<file path="config.mk">
export PLATFORM = sky130hd
export DESIGN_NAME = oam_dma
export DESIGN_NICKNAME = d
export VERILOG_FILES = /design/src/rtl/oam_dma_pkg.sv /design/src/rtl/oam_dma.sv
export SDC_FILE = /design/constraint.sdc
export NUM_CORES = 1
export LEC_CHECK = 0
export ABC_AREA = 1
export CAP_MARGIN = 20
export CORE_MARGIN = 3
export CORE_UTILIZATION = 45
export CTS_BUF_LIST = sky130_fd_sc_hd__clkbuf_4 sky130_fd_sc_hd__clkbuf_8 sky130_fd_sc_hd__clkbuf_16
export DETAILED_ROUTE_END_ITERATION = 6
export PLACE_DENSITY_LB_ADDON = 0.12
export SYNTH_ARGS = -nofsm -noshare
export SYNTH_HDL_FRONTEND = slang
export SYNTH_SLANG_ARGS = --single-unit
</file>
<file path="constraint.sdc">
create_clock -name I_clock -period 2 [get_ports I_clock]
set_input_delay 0.4 -clock I_clock [delete_from_list [all_inputs] [get_ports I_clock]]
set_output_delay 0.4 -clock I_clock [all_outputs]
set_load 0.02 [all_outputs]
</file>
<file path="src/rtl/oam_dma_pkg.sv">
// -----------------------------------------------------------------------------
// oam_dma_pkg
// Shared definitions for the sprite DMA engine.
//   oam_dma_state_t : FSM state encoding (IDLE, HALT, ALIGN, GET, PUT)
//   OAM_DMA_LAST    : byte index of the final transfer beat
//   OAM_DMA_PORT    : default PPU OAM data port address
// -----------------------------------------------------------------------------
package oam_dma_pkg;

  typedef enum logic [2:0] {
    IDLE,
    HALT,
    ALIGN,
    GET,
    PUT
  } oam_dma_state_t;

  localparam logic [7:0]  OAM_DMA_LAST = 8'hFF;
  localparam logic [15:0] OAM_DMA_PORT = 16'h2004;

endpackage

</file>
<file path="src/rtl/oam_dma.sv">
// -----------------------------------------------------------------------------
// oam_dma
// Sprite DMA engine. A one-cycle I_start (write to $4014) latches the page
// number, halts the CPU on its next read cycle and then copies 256 bytes from
// $XX00-$XXFF to the OAM data port using alternating get/put bus cycles.
// Get cycles always land on parity-0 cycles of a free-running parity flop.
//
// Ports:
//   I_clock     CPU cycle clock
//   I_reset     asynchronous, active-high reset
//   I_start     one-cycle start pulse (ignored unless idle)
//   I_page      page number, sampled with I_start
//   I_cpu_read  current CPU cycle is a read; the halt may only land on one
//   I_data      bus read data, captured at the end of a get cycle
//   I_dmc_stall (OAM_DMA_DMC_STALL_EN only) defers the upcoming get cycle
//   O_halt      RDY-low request / bus ownership
//   O_busy      transfer pending or active (equals O_halt)
//   O_addr      bus address; holds its last value between strobes
//   O_data      bus write data; doubles as the data latch
//   O_read      get-cycle strobe
//   O_write     put-cycle strobe
//
// Build option: define OAM_DMA_DMC_STALL_EN to add the I_dmc_stall input.
// All outputs are registered: each transition loads the strobes/address for
// the state being entered, so strobes line up with the state register.
// -----------------------------------------------------------------------------
module oam_dma
  import oam_dma_pkg::*;
#(
  parameter int          P_page_width = 8,
  parameter logic [15:0] P_oam_port   = OAM_DMA_PORT
) (
  input  logic                    I_clock,
  input  logic                    I_reset,
  input  logic                    I_start,
  input  logic [P_page_width-1:0] I_page,
  input  logic                    I_cpu_read,
  input  logic [7:0]              I_data,
`ifdef OAM_DMA_DMC_STALL_EN
  input  logic                    I_dmc_stall,
`endif
  output logic                    O_halt,
  output logic                    O_busy,
  output logic [15:0]             O_addr,
  output logic [7:0]              O_data,
  output logic                    O_read,
  output logic                    O_write
);

  oam_dma_state_t          state;
  logic                    parity;   // 0 = get cycle, 1 = put cycle
  logic [P_page_width-1:0] page;
  logic [7:0]              count;
  logic [7:0]              count_next;
  logic [P_page_width+7:0] get_addr;
  logic                    get_ok;
  logic                    go_get;

`ifdef OAM_DMA_DMC_STALL_EN
  // The strobe for a get cycle is registered, so the stall request is taken
  // in the cycle before the would-be get. A refused get becomes a dead
  // parity-0 cycle followed by a parity-1 align cycle: two cycles per stall.
  assign get_ok = ~I_dmc_stall;
`else
  assign get_ok = 1'b1;
`endif

  // Entering GET is only legal when the next cycle has parity 0.
  assign go_get = parity & get_ok;

  // The byte index advances on the put-to-get transition, so the address of
  // the upcoming get must use the incremented value.
  assign count_next = (state == PUT) ? count + 8'd1 : count;
  assign get_addr   = {page, count_next};

  assign O_busy = O_halt;

  // NOTE: every register here is state updated on the clock edge, so all
  // assignments are non-blocking; blocking ones would let later statements
  // see same-cycle values and break the registered-output timing.
  always_ff @(posedge I_clock or posedge I_reset) begin
    if (I_reset) begin
      state   <= IDLE;
      parity  <= 1'b0;
      page    <= '0;
      count   <= '0;
      O_halt  <= 1'b0;
      O_addr  <= '0;
      O_data  <= '0;
      O_read  <= 1'b0;
      O_write <= 1'b0;
    end else begin
      parity  <= ~parity;
      O_read  <= 1'b0;
      O_write <= 1'b0;

      case (state)
        IDLE: begin
          if (I_start) begin
            page   <= I_page;
            count  <= '0;
            state  <= HALT;
            O_halt <= 1'b1;
          end
        end

        // HALT waits for a CPU read cycle; ALIGN always proceeds once the
        // parity allows a get.
        HALT, ALIGN: begin
          if (state == ALIGN || I_cpu_read) begin
            if (go_get) begin
              state  <= GET;
              O_read <= 1'b1;
              O_addr <= 16'(get_addr);
            end else begin
              state <= ALIGN;
            end
          end
        end

        GET: begin
          state   <= PUT;
          O_data  <= I_data;
          O_addr  <= P_oam_port;
          O_write <= 1'b1;
        end

        PUT: begin
          if (count == OAM_DMA_LAST) begin
            state  <= IDLE;
            O_halt <= 1'b0;
          end else begin
            count <= count_next;
            if (go_get) begin
              state  <= GET;
              O_read <= 1'b1;
              O_addr <= 16'(get_addr);
            end else begin
              state <= ALIGN;
            end
          end
        end

        default: begin
          state  <= IDLE;
          O_halt <= 1'b0;
        end
      endcase
    end
  end

endmodule

</file>
# Yosys cells after proc, flatten, opt, wreduce, memory -nomap -nowiden
# Index checks and enable logic that the tools add are counted.
# totals
register_bits	47
wordCells	53
# op_classes
eq_ne	9
bitwise_logic	2
n_addsub	1
n_reduce_logical	11
n_mux	21
# ops
cell	count
16-bit two-way mux	3
16-bit one-hot mux with 3 select lines	1
8-bit two-way mux	3
8-bit one-hot mux with 2 select lines	1
3-bit one-hot mux with 4 select lines	1
3-bit two-way mux	3
3-bit AND reduction	3
8-bit by 1-bit adder with 8-bit output (second input constant)	1
8-bit == test (second input constant)	1
1-bit two-way mux	7
3-bit by 2-bit == test with 1-bit output (second input constant)	2
2-bit != test (second input constant)	3
2-bit AND reduction	2
3-bit by 1-bit == test with 1-bit output (second input constant)	1
3-bit == test (second input constant)	1
3-bit logical NOT	1
1-bit one-hot mux with 3 select lines	1
3-bit nonzero test	1
3-bit OR reduction	1
2-bit by 1-bit != test with 1-bit output (second input constant)	1
1-bit NOT	2
1-bit one-hot mux with 2 select lines	1
2-bit nonzero test	1
2-bit OR reduction	1
1-bit logical OR	1

# Depth between registers and ports, before layout
# Gate-level depths: netlist of the first run.
# depth
depth_word	5
ltp_mapped	9
ltp_nobuf	9

# Worst setup path before layout of the first run
# OpenSTA, ideal clock, no wires.
# synth_timing
kind	register -> register
start	reg state[1]
end	reg O_addr[0]
path_slack_ns	0.448
path_stages_with_launch	8
t_required_ns	1.926
path_buffers	1
arrival_time_ns	1.478
path_cell_list	dfrtp_1 > inv_1 > nand2_1 > nor2_4 > buf_6 > ha_1 > or2_2 > o21ai_2
# synth_via
elab_chain_len	5
elab_cells_between_ends	15
classes_between	eq/ne (6); mux (5); reduce/logical (4)
# synth_rtl
item	line_no	rtl
start, declared	oam_dma.sv:50	oam_dma_state_t state;
start signal, assigned	oam_dma.sv:83	state <= IDLE;
start signal, assigned	oam_dma.sv:102	state <= HALT;
start signal, assigned	oam_dma.sv:112	state <= GET;
3-bit == test	oam_dma.sv:73, oam_dma.sv:97	
8-bit two-way mux	oam_dma.sv:73	assign count_next = (state == PUT) ? count + 8'd1 : count;
16-bit two-way mux	oam_dma.sv:111, oam_dma.sv:134	
16-bit two-way mux, on equally long branches	oam_dma.sv:129, oam_dma.sv:110	
16-bit one-hot mux with 3 select lines	oam_dma.sv:97	case (state)
end signal, assigned	oam_dma.sv:114	O_addr <= 16'(get_addr);
end signal, assigned	oam_dma.sv:124	O_addr <= P_oam_port;
end signal, assigned	oam_dma.sv:137	O_addr <= 16'(get_addr);
end, declared	oam_dma.sv:44	output logic [15:0] O_addr,
# Several ways; a longest one is shown, not always the timed one. The select of a mux whose other input is x is not followed.
# A chain may end at the register's enable or synchronous reset.

# Final worst setup path of the first run
# layout_timing
start	reg count[0]
end	reg O_addr[10]
# layout_via
elab_chain_len	3
# layout_rtl
item	line_no	rtl
start, declared	oam_dma.sv:53	logic [7:0] count;
start signal, assigned	oam_dma.sv:133	count <= count_next;
8-bit == test	oam_dma.sv:129	if (count == OAM_DMA_LAST) begin
2-bit != test (no line)	-	
3-bit AND reduction (no line)	-	
# No other way between the ends.

==> flow_summary.json, run 1 <==
{
  "status": "completed",
  "synth_area_um2": 2230,
  "start_kind": "flop",
  "grt_pass1_vias": 1782,
  "critPathKind": "reg -> reg",
  "syn_nets": 267,
  "finalSetupTns_ns": 0,
  "port_buffers": 47,
  "power_density_nw_per_um2": 1450,
  "worst_pin_slew_ns": 0.408,
  "maxCapViolCount": 0,
  "cts_num_sinks": 47,
  "ys_seq_elements": 47,
  "finalWirelength_um": 4560,
  "avgViaCountPerCell": 4.90,
  "crit_chain": "ha_1 -> nand3_1 -> nor2_1 -> nand3_2 -> nand3_4 -> nand2_1 -> o21ai_2",
  "netlist.area_leader.share_pct": 52.8,
  "crit_cells": 7,
  "post_cts_buffers": 0,
  "htree_levels": 2,
  "finalWorstSetupSlack_ns": 0.185,
  "cpMaxStageDelayCell": "dfrtp_1",
  "rsz0062_at_grt": "no",
  "final_util_pct": 63.0,
  "antenna_found_initial": 0,
  "design_area_um2": 2870,
  "critPathMaxFanout": 28,
  "start_util_pct": 48.8,
  "min_path_type": "in -> async",
  "dr_total_vias": 1778,
  "drive_gt1_share_pct": 17.4,
  "yosysTopAreaCell": "dfrtp_1",
  "critical_path.max_stage_delay_ns": 0.38,
  "finalPower_mw": 4.18,
  "cpLargestDelayFamily": "simple AND/OR/NAND/NOR gates",
  "coreArea_um2": 4560,
  "post-place-cells": 355,
  "clk_pin_slew_ns": 0.08,
  "max-slew-margin-rel_pct": 72.8,
  "period_share_pct": 90.7,
  "place_worst_setup_slack_ns": 0.177,
  "hold_violations": 0,
  "tritoncts": "yes",
  "finClkSkew_ns": 0.00444,
  "hold_ws_ns": 0.382,
  "required_ns": 2.21,
  "leakage_nw": 1.37,
  "dp_hpwl_um": 3300,
  "drt_iter0_drc": 110,
  "period_needed_ns": 1.81,
  "yosysWarnings": 0,
  "synth.area.top_cells": "dfrtp_1 (53%), nand2_1 (14%), o21ai_2 (4.7%), nand3_1 (4.0%), mux2_2 (4.0%)",
  "cts_buffer_depth": 2,
  "seq_area_frac_synth_pct": 52.8,
  "ant_nets": 0,
  "grt_pass1_wl_um": 8310,
  "fp-row-count": 24,
  "areaGrowthSynthToFinish_pct": 29.1,
  "synth_area_per_cell_um2": 9.09,
  "drc": 0,
  "die_area_um2": 5830,
  "clock_latency_ns": 0.29,
  "slew_violations": 0,
  "cp.arrival_ns": 2.02,
  "fmax_mhz": 551,
  "cts_root_buf": "clkbuf_8",
  "die_width_um": 76.3,
  "fp.dieH_um": 76.3,
  "crit_buf_inv": 0,
  "globalplace.congestion": 0.804,
  "cts_resized": 0,
  "synth_cells": 245,
  "ioPinCount": 48,
  "nNetsFinal": 319,
  "grt_max_degree": 34,
  "setup_viol": 0,
  "synth_cell_types": 25,
  "post_drt_wl_per_cell_um": 12.5,
  "cts_hold_buf": 0,
  "first_pass_iters": 4,
  "reg2reg_depth": 7,
  "grt_overflow_total": 0,
  "numCtsBuffers": 5,
  "place_area_um2": 2770,
  "crit_path_end_kind": "flop",
  "grt_usage_pct": 17.2,
  "fin_cells": 363,
  "peakVddDrop_mv": 0.601,
  "diodes": 0
}
-- power by group --
part | total [mW] | switching (mW) | internal [mW]
clock network | 0.628 | 0.299 | 0.329
registers | 1.49 | 0.208 | 1.29
logic | 2.06 | 1.19 | 0.862
-- cells by family (layout without fill, tap and decap cells) --
kind of cell / after synthesis / in the layout / synth area share, %
AO/OA/AOI/OAI: 27 / 27 / 8.49
flip-flops: 47 / 47 / 52.8
multiplexers: 8 / 8 / 4.05
adder cells (fa/ha/maj): 2 / 2 / 1.12
buffers and inverters: 27 / 80 / 6.07
AND/OR/NAND/NOR: 134 / 134 / 27.4
-- cell type report --
| cell class | count | area [µm²] |
|---|---|---|
| inverters | 20 | 77.6 |
| repair buffers | 52 | 520 |
| fillers | 421 | 1690 |
| well taps | 65 | 81.3 |
| clock buffers | 8 | 104 |
| flip-flops and latches | 47 | 1180 |
| multi-input cells | 171 | 915 |
-- metal layers --
layer	vias up	share of wire, %	track usage [%]
met1	840	46	23.1
li1	886	-	-
met3	4	5.0	3.78
met4	0	0.72	4.71
met5	-	0	0
met2	48	48	28.2
-- layout by cell type, fill, tap and decap left out, types with 8 or more instances in the layout --
| cell | instances |
|---|---|
| clkdlybuf4s50_1 | 47 |
| dfrtp_1 | 47 |
| inv_1 | 18 |
| mux2_2 | 8 |
| nand2_1 | 85 |
| nand2_2 | 8 |
| nand3_1 | 18 |
| nor2_1 | 13 |
| o21ai_2 | 12 |
-- cells in the mapped netlist, drive strengths merged --
library cell / instances
nand3: 21
nand2: 93
mux2: 8
clkbuf: 1
o211ai: 1
nand4: 2
o21ai: 19
a31oi: 1
buf: 6
ha: 2
inv: 20
dfrtp: 47
or2: 2
nor2: 16
a21oi: 2
o22ai: 4
-- worst paths after layout --
path	start	endpoint	slack (ns)
max	count[0]$_DFFE_PP0P_	O_addr[10]$_DFFE_PP0P_	0.19
min	I_reset	O_write$_DFF_PP0_	0.38
max reg2reg	count[0]$_DFFE_PP0P_	O_addr[10]$_DFFE_PP0P_	0.19
min reg2reg	O_data[3]$_DFFE_PP0P_	O_data[3]$_DFFE_PP0P_	0.48
max in group asynchronous	I_reset	page[5]$_DFFE_PP0P_	1.14
min in group I_clock	O_data[3]$_DFFE_PP0P_	O_data[3]$_DFFE_PP0P_	0.48
-- sequential cells by signal, summed over array words and instances (netlist names) --
name     count
O_addr      16
O_data       8
count        8
page         8
state        3
O_busy       1
O_read       1
O_write      1
go_get       1
No activity file was read; power rests on OpenSTA's default activity.
==> inputs of run 2 (changes only) <==
ABC_CLOCK_PERIOD_IN_PS = 2000   (was unset)
CTS_CLUSTER_DIAMETER = 100   (was unset)
==> results of run 2 <==
Final layout, timing and power as in run 1 (identical DEF).
==> inputs of run 3 (changes only) <==
SLEW_MARGIN = 20   (was unset)
==> results of run 3 <==
Final layout, timing and power as in run 1 (identical DEF).
==> patch 1, RTL diff (flow settings as in run 1) <==
Add an input register stage for `I_start`, `I_page`, `I_cpu_read` and `I_data`, cleared by the reset; this delays them by one clock. Comments in the files are not updated.
--- a/src/rtl/oam_dma.sv
+++ b/src/rtl/oam_dma.sv
@@ -46,6 +46,25 @@
   output logic                    O_read,
   output logic                    O_write
 );
+
+  logic I_start_q;
+  logic [P_page_width-1:0] I_page_q;
+  logic I_cpu_read_q;
+  logic [7:0] I_data_q;
+
+  always_ff @(posedge I_clock or posedge I_reset) begin
+    if (I_reset) begin
+      I_start_q    <= '0;
+      I_page_q     <= '0;
+      I_cpu_read_q <= '0;
+      I_data_q     <= '0;
+    end else begin
+      I_start_q    <= I_start;
+      I_page_q     <= I_page;
+      I_cpu_read_q <= I_cpu_read;
+      I_data_q     <= I_data;
+    end
+  end
 
   oam_dma_state_t          state;
   logic                    parity;   // 0 = get cycle, 1 = put cycle
@@ -96,8 +115,8 @@
 
       case (state)
         IDLE: begin
-          if (I_start) begin
-            page   <= I_page;
+          if (I_start_q) begin
+            page   <= I_page_q;
             count  <= '0;
             state  <= HALT;
             O_halt <= 1'b1;
@@ -107,7 +126,7 @@
         // HALT waits for a CPU read cycle; ALIGN always proceeds once the
         // parity allows a get.
         HALT, ALIGN: begin
-          if (state == ALIGN || I_cpu_read) begin
+          if (state == ALIGN || I_cpu_read_q) begin
             if (go_get) begin
               state  <= GET;
               O_read <= 1'b1;
@@ -120,7 +139,7 @@
 
         GET: begin
           state   <= PUT;
-          O_data  <= I_data;
+          O_data  <= I_data_q;
           O_addr  <= P_oam_port;
           O_write <= 1'b1;
         end
Check against the original RTL: not equivalent (Yosys sat finds a counterexample within 4 cycles, from zero or initial values and one cycle with I_reset high).
==> patch 1 against run 1 <==
Setup slack gained 0.084 ns. Global-route usage is 0.59 points lower. Utilization decreased by 2.8 points. Sequential cell count up 18. Total power grew 8.8%. Combinational power shrank 18%. Wire length is 5.2% higher. Cell count increased by 13%. Synthesized area grew 19%. Clock skew barely moved. Final area up 17%. Critical path depth fell by 6. Sequential power is 23% higher.
==> patch 1: results (changes against run 1) <==
CTS
  – TritonCTS buffer count: 9 (+4)
  – Clock-pin slew on the worst setup and hold paths: 0.06 ns (-0.02 ns)
  – Clock insertion delay at the later pin of the skew report: 0.33 ns (+0.04 ns)
  – H-tree levels: 3 (+1)

Worst setup path
  – CP delay by family, top: buffers and inverters
  – Crit path max fanout: 2 (-93%)
  – Slowest CP cell: clkdlybuf4s50_1
  – CP arrival: 1.33 ns (-0.69 ns)

Min path
  – Hold WC Path Type: reg -> reg

Pwr
  – Leakage power: 0.00170 uW (+24%)
  – Worst vdd ir: 0.798 mV (+33%)

Yosys
  – Syn_nets: 305 (+14%)
  – Synth Instances: 283 (+16%)
  – Main synth FF type: dfrtp_1
  – Sequential-to-total area share from yosys stat: 61.4% (+8.6 points)
  – Netlist cell types: 24 (-4.0%)
  – Most frequent cells after synthesis: nand2_1, dfrtp_1, nand3_1
  – Ranking of synthesized cells by area: dfrtp_1, nand2_1, nand3_1, inv_1, nand2_2

Global route
  – Global-route usage over all layers: 16.7% (-0.59 points)
  – Largest net degree at the start of global routing: 66 (+94%)
  – Vias in the first global route: 1860 (+4.4%)
  – First-pass GRT wire length: 8.41 mm (+1.3%)

STA
  – Final Skew: 0.00429 ns (-0.000156 ns)
  – Actual slew at the worst max-slew pin: 0.334 ns (-0.0733 ns)

Final layout
  – Fill cells: 526 (+25%)
  – Diode count: 0 (unchanged)
  – Fraction of layout cells with a size suffix above 1: 12.4% (-5.1 points)
  – Final #Nets: 358 (+12%)

Route
  – Post-Route WL: 4.79 mm (+5.2%)
  – Initial drt markers: 77 (-30%)
  – Wire length per cell: 11.6 um (-7.3%)

Place
  – Hpwl dp: 3.39 mm (+2.9%)
  – Area after DPL: 3190 um2 (+15%)
  – Dpl cells: 397 (+12%)
  – Placer Congestion: 0.852 (+6.0%)

Outcome
  – Status: completed
[patch 1: cell types whose count changed after synthesis, sizes merged, moves of 2 or more]
cell          run 1  this run
o21ai            19         6
nand4             2         4
nor2             16        14
mux2              8         0
dfrtp            47        65
o22ai             4         0
inv              20        23
nand2            93       127
nand3            21        28
[patch 1: kinds of logic (layout without fill, tap and decap cells)]
kind of cell    Yosys count  count (layout)  share of synthesized area [%]
xor+xnor                  1               1                          0.331
compound gates            9               9                           1.70
flops                    65              65                           61.4
buf+inv                  31              88                           5.53
fa+ha+maj                 2               2                          0.945
simple gates            175             175                           30.1
[patch 1: routing by layer]
metal / global-route usage, % / share of wire, %
met1: 22.3 / 48
met2: 24.7 / 45
met3: 5.21 / 5.3
met4: 7.68 / 1.8
met5: 0 / 0
[patch 1: cell type report]
type,count,area (um2),area share [%]
clock buffers,13,173,5.12
flip-flops and latches,65,1630,48.2
inverters,23,90.1,2.67
well taps,72,90.1,2.67
multi-input cells,187,875,25.9
repair buffers,50,505,15.0
clock inverters,2,12.5,0.371
[patch 1: tightest hold or removal path, stage by stage (launching register included)]
cell     delay, ns
dfrtp_1       0.32
nand2_1       0.05
nand2_1       0.04
[patch 1: worst paths after layout]
kind	slack (ns)	endpoint	depth (start not counted)	startpoint
max in group asynchronous	1.25	count[5]$_DFFE_PP0P_	3	I_reset
min in group asynchronous	0.49	I_page_q[7]$_DFF_PP0_	3	I_reset
min	0.44	O_data[2]$_DFFE_PP0P_	2	I_data_q[2]$_DFF_PP0_
max	0.27	O_addr[2]	1	O_addr[2]$_DFFE_PP0P_
min reg2reg	0.44	O_data[2]$_DFFE_PP0P_	2	I_data_q[2]$_DFF_PP0_
max reg2reg	0.44	O_addr[12]$_DFFE_PP0P_	8	state[2]$_DFFE_PP0P_
[patch 1: through the flow]
step	setup WS (ns)	util [%]	hold slack, ns
6_report	0.270	60.1	0.439
5_1_grt	0.207	60.1	0.463
4_1_cts	0.240	60.1	0.440
3_5_place_dp	0.441	56.8	0.427
3_3_place_gp	0.421	56.8	0.421
2_1_floorplan	0.571	-	0.418
[patch 1: power by group]
group | switching (uW) | internal, uW
combinational | 1020 | 668
sequential | 214 | 1620
clock | 463 | 556
total | 1700 | 2840
==> patch 2, RTL diff (settings of run 1) <==
Made on the original files. Add a define of `OAM_DMA_DMC_STALL_EN`.
--- a/src/rtl/oam_dma.sv
+++ b/src/rtl/oam_dma.sv
@@ -24,6 +24,8 @@
 // All outputs are registered: each transition loads the strobes/address for
 // the state being entered, so strobes line up with the state register.
 // -----------------------------------------------------------------------------
+`define OAM_DMA_DMC_STALL_EN
+
 module oam_dma
   import oam_dma_pkg::*;
 #(
Ports: changed (added I_dmc_stall); port bits go from 48 to 49. The function was not compared with the original's and may differ.
==> patch 2 against run 1 <==
Maximum frequency is 6.2% higher. Highest routed layer unchanged. Count of clock-buffer cells in the layout is 2 lower. Final area decreased by 2.5%. Largest cell class unchanged. Register-to-register slack better by 0.16 ns. Synthesized area shrank 3.2%. Wire length shrank 2.6%. Non-clock buffer count up 1. Critical path depth fell by 6. Setup slack gained 0.11 ns. Total power decreased by 15%. Cell count grew 1.4%. Sequential cell count did not move.
==> patch 2: results (changes against run 1) <==
Final layout
  – Fill cells: 403 (-4.3%)
  – Diode count: 0 (unchanged)
  – Final #Nets: 338 (+6.0%)
  – Register with the most flip-flops: O_addr
  – Max reg flops: 16 (unchanged)
  – Fraction of layout cells with a size suffix above 1: 9.18% (-8.3 points)

Yosys
  – Main synth FF type: dfrtp_1
  – Synth warn: 0 (unchanged)
  – Async SR Flop Fraction: 100% (unchanged)
  – Ranking of synthesized cells by area: dfrtp_1, nand2_1, nand3_1, inv_1, o21ai_0
  – Syn_nets: 285 (+6.7%)
  – Netlist cell types: 25 (unchanged)
  – Most frequent cells after synthesis: nand2_1, dfrtp_1, inv_1
  – Sequential-to-total area share from yosys stat: 54.6% (+1.7 points)

Global route
  – Initial antenna violation count: 0 (unchanged)
  – First-pass GRT wire length: 7.72 mm (-7.1%)
  – Global-route usage over all layers: 17.8% (+0.57 points)
  – Vias in the first global route: 1725 (-3.2%)
  – Largest net degree at the start of global routing: 30 (-12%)

Outcome
  – Status: completed

Route
  – Drt first pass iters: 4 (unchanged)
  – Initial drt markers: 80 (-27%)
  – Vias post-DR: 1797 (+1.1%)
  – Wire length per cell: 12.1 um (-4.0%)

Min path
  – Hold WC Path Type: in -> async

Pwr
  – Leakage power: 0.00144 uW (+4.7%)
  – Worst vdd ir: 0.746 mV (+24%)

Worst setup path
  – Worst R2R End: O_addr[1]$_DFFE_PP0P_
  – Crit path max fanout: 3 (-89%)
  – Reg2reg setup slack: 0.35 ns (+0.16 ns)
  – CP arrival: 1.31 ns (-0.71 ns)
  – Slowest CP cell: clkdlybuf4s50_1
  – R2R depth: 7 (unchanged)
  – CP delay by family, top: buffers and inverters
  – R2R Path Start: state[0]$_DFFE_PP0P_
  – CP max stage delay: 0.63 ns (+0.25 ns)

Place
  – Hpwl dp: 3.26 mm (-1.2%)
  – Placer Congestion: 0.822 (+2.2%)
  – Port Buffers: 48 (+2.1%)
  – Area after DPL: 2700 um2 (-2.4%)
  – Setup WS pre-CTS: 0.196 ns (+0.0188 ns)

CTS
  – Root Driver: clkbuf_8
  – H-tree levels: 2 (unchanged)
  – Post-cts resize count: 0 (unchanged)
  – Clock insertion delay at the later pin of the skew report: about 0.30 ns
  – Clock-pin slew on the worst setup and hold paths: roughly 0.090 ns
  – TritonCTS buffer count: 5 (unchanged)
  – Postcts setup bufs: 0 (unchanged)
  – Clock Tree Buf Depth: 2 (unchanged)

STA
  – Slew headroom: 71.9% (-0.89 points)
  – Smallest hold slack: 0.408 ns (+0.0254 ns)
  – Final Skew: 0.0126 ns (+0.00813 ns)
[patch 2: where the power goes]
part | internal, uW | switching, uW | total (uW) | leakage [uW]
Clock | 282 | 323 | 606 | 0.0000474
Combinational | 621 | 907 | 1530 | 0.000779
Sequential | 1240 | 190 | 1430 | 0.000610
Total | 2140 | 1420 | 3560 | 0.00144
[patch 2: final cells by class]
cell class | count | area share (%)
Clock inverter | 2 | 0.581
Sequential cell | 47 | 42.0
Timing Repair Buffer | 53 | 18.9
Multi-Input combinational cell | 185 | 30.1
Clock buffer | 6 | 2.95
Tap cell | 52 | 2.32
Inverter | 23 | 3.17
[patch 2: logic make-up after synthesis]
logic type / Yosys count / share of synthesized area (%)
simple gates: 171 / 34.9
flops: 47 / 54.6
buf+inv: 30 / 6.33
compound gates: 11 / 2.61
fa+ha+maj: 2 / 1.16
xor+xnor: 1 / 0.407
[patch 2: worst max path at each step]
| stage | cells past startpoint | slack [ns] | start | endpoint |
|---|---|---|---|---|
| global route | 7 | 0.18 | state[0]$_DFFE_PP0P_ | O_addr[1]$_DFFE_PP0P_ |
| detailed placement | 7 | 0.20 | I_dmc_stall | O_addr[1]$_DFFE_PP0P_ |
| CTS | 1 | 0.27 | O_busy$_DFFE_PP0P_ | O_halt |
| floorplan | 1 | 0.48 | I_reset | O_addr[0]$_DFFE_PP0P_ |
| global placement | 7 | 0.26 | I_dmc_stall | O_addr[1]$_DFFE_PP0P_ |
| finish | 1 | 0.29 | O_busy$_DFFE_PP0P_ | O_busy |
[patch 2: metal layers]
layer,vias to the layer above,GRT usage (%),wire [um]
li1,924,-,-
met1,830,26.1,2260
met2,36,27.2,1970
met3,7,2.94,143
met4,0,5.63,65
met5,-,0,0
[patch 2: per-stage QoR]
stage          util, %  std cells
2_1_floorplan        -        262
3_3_place_gp      60.4        360
3_5_place_dp      60.4        360
4_1_cts           62.6        368
5_1_grt           62.6        368
6_report          62.6        368
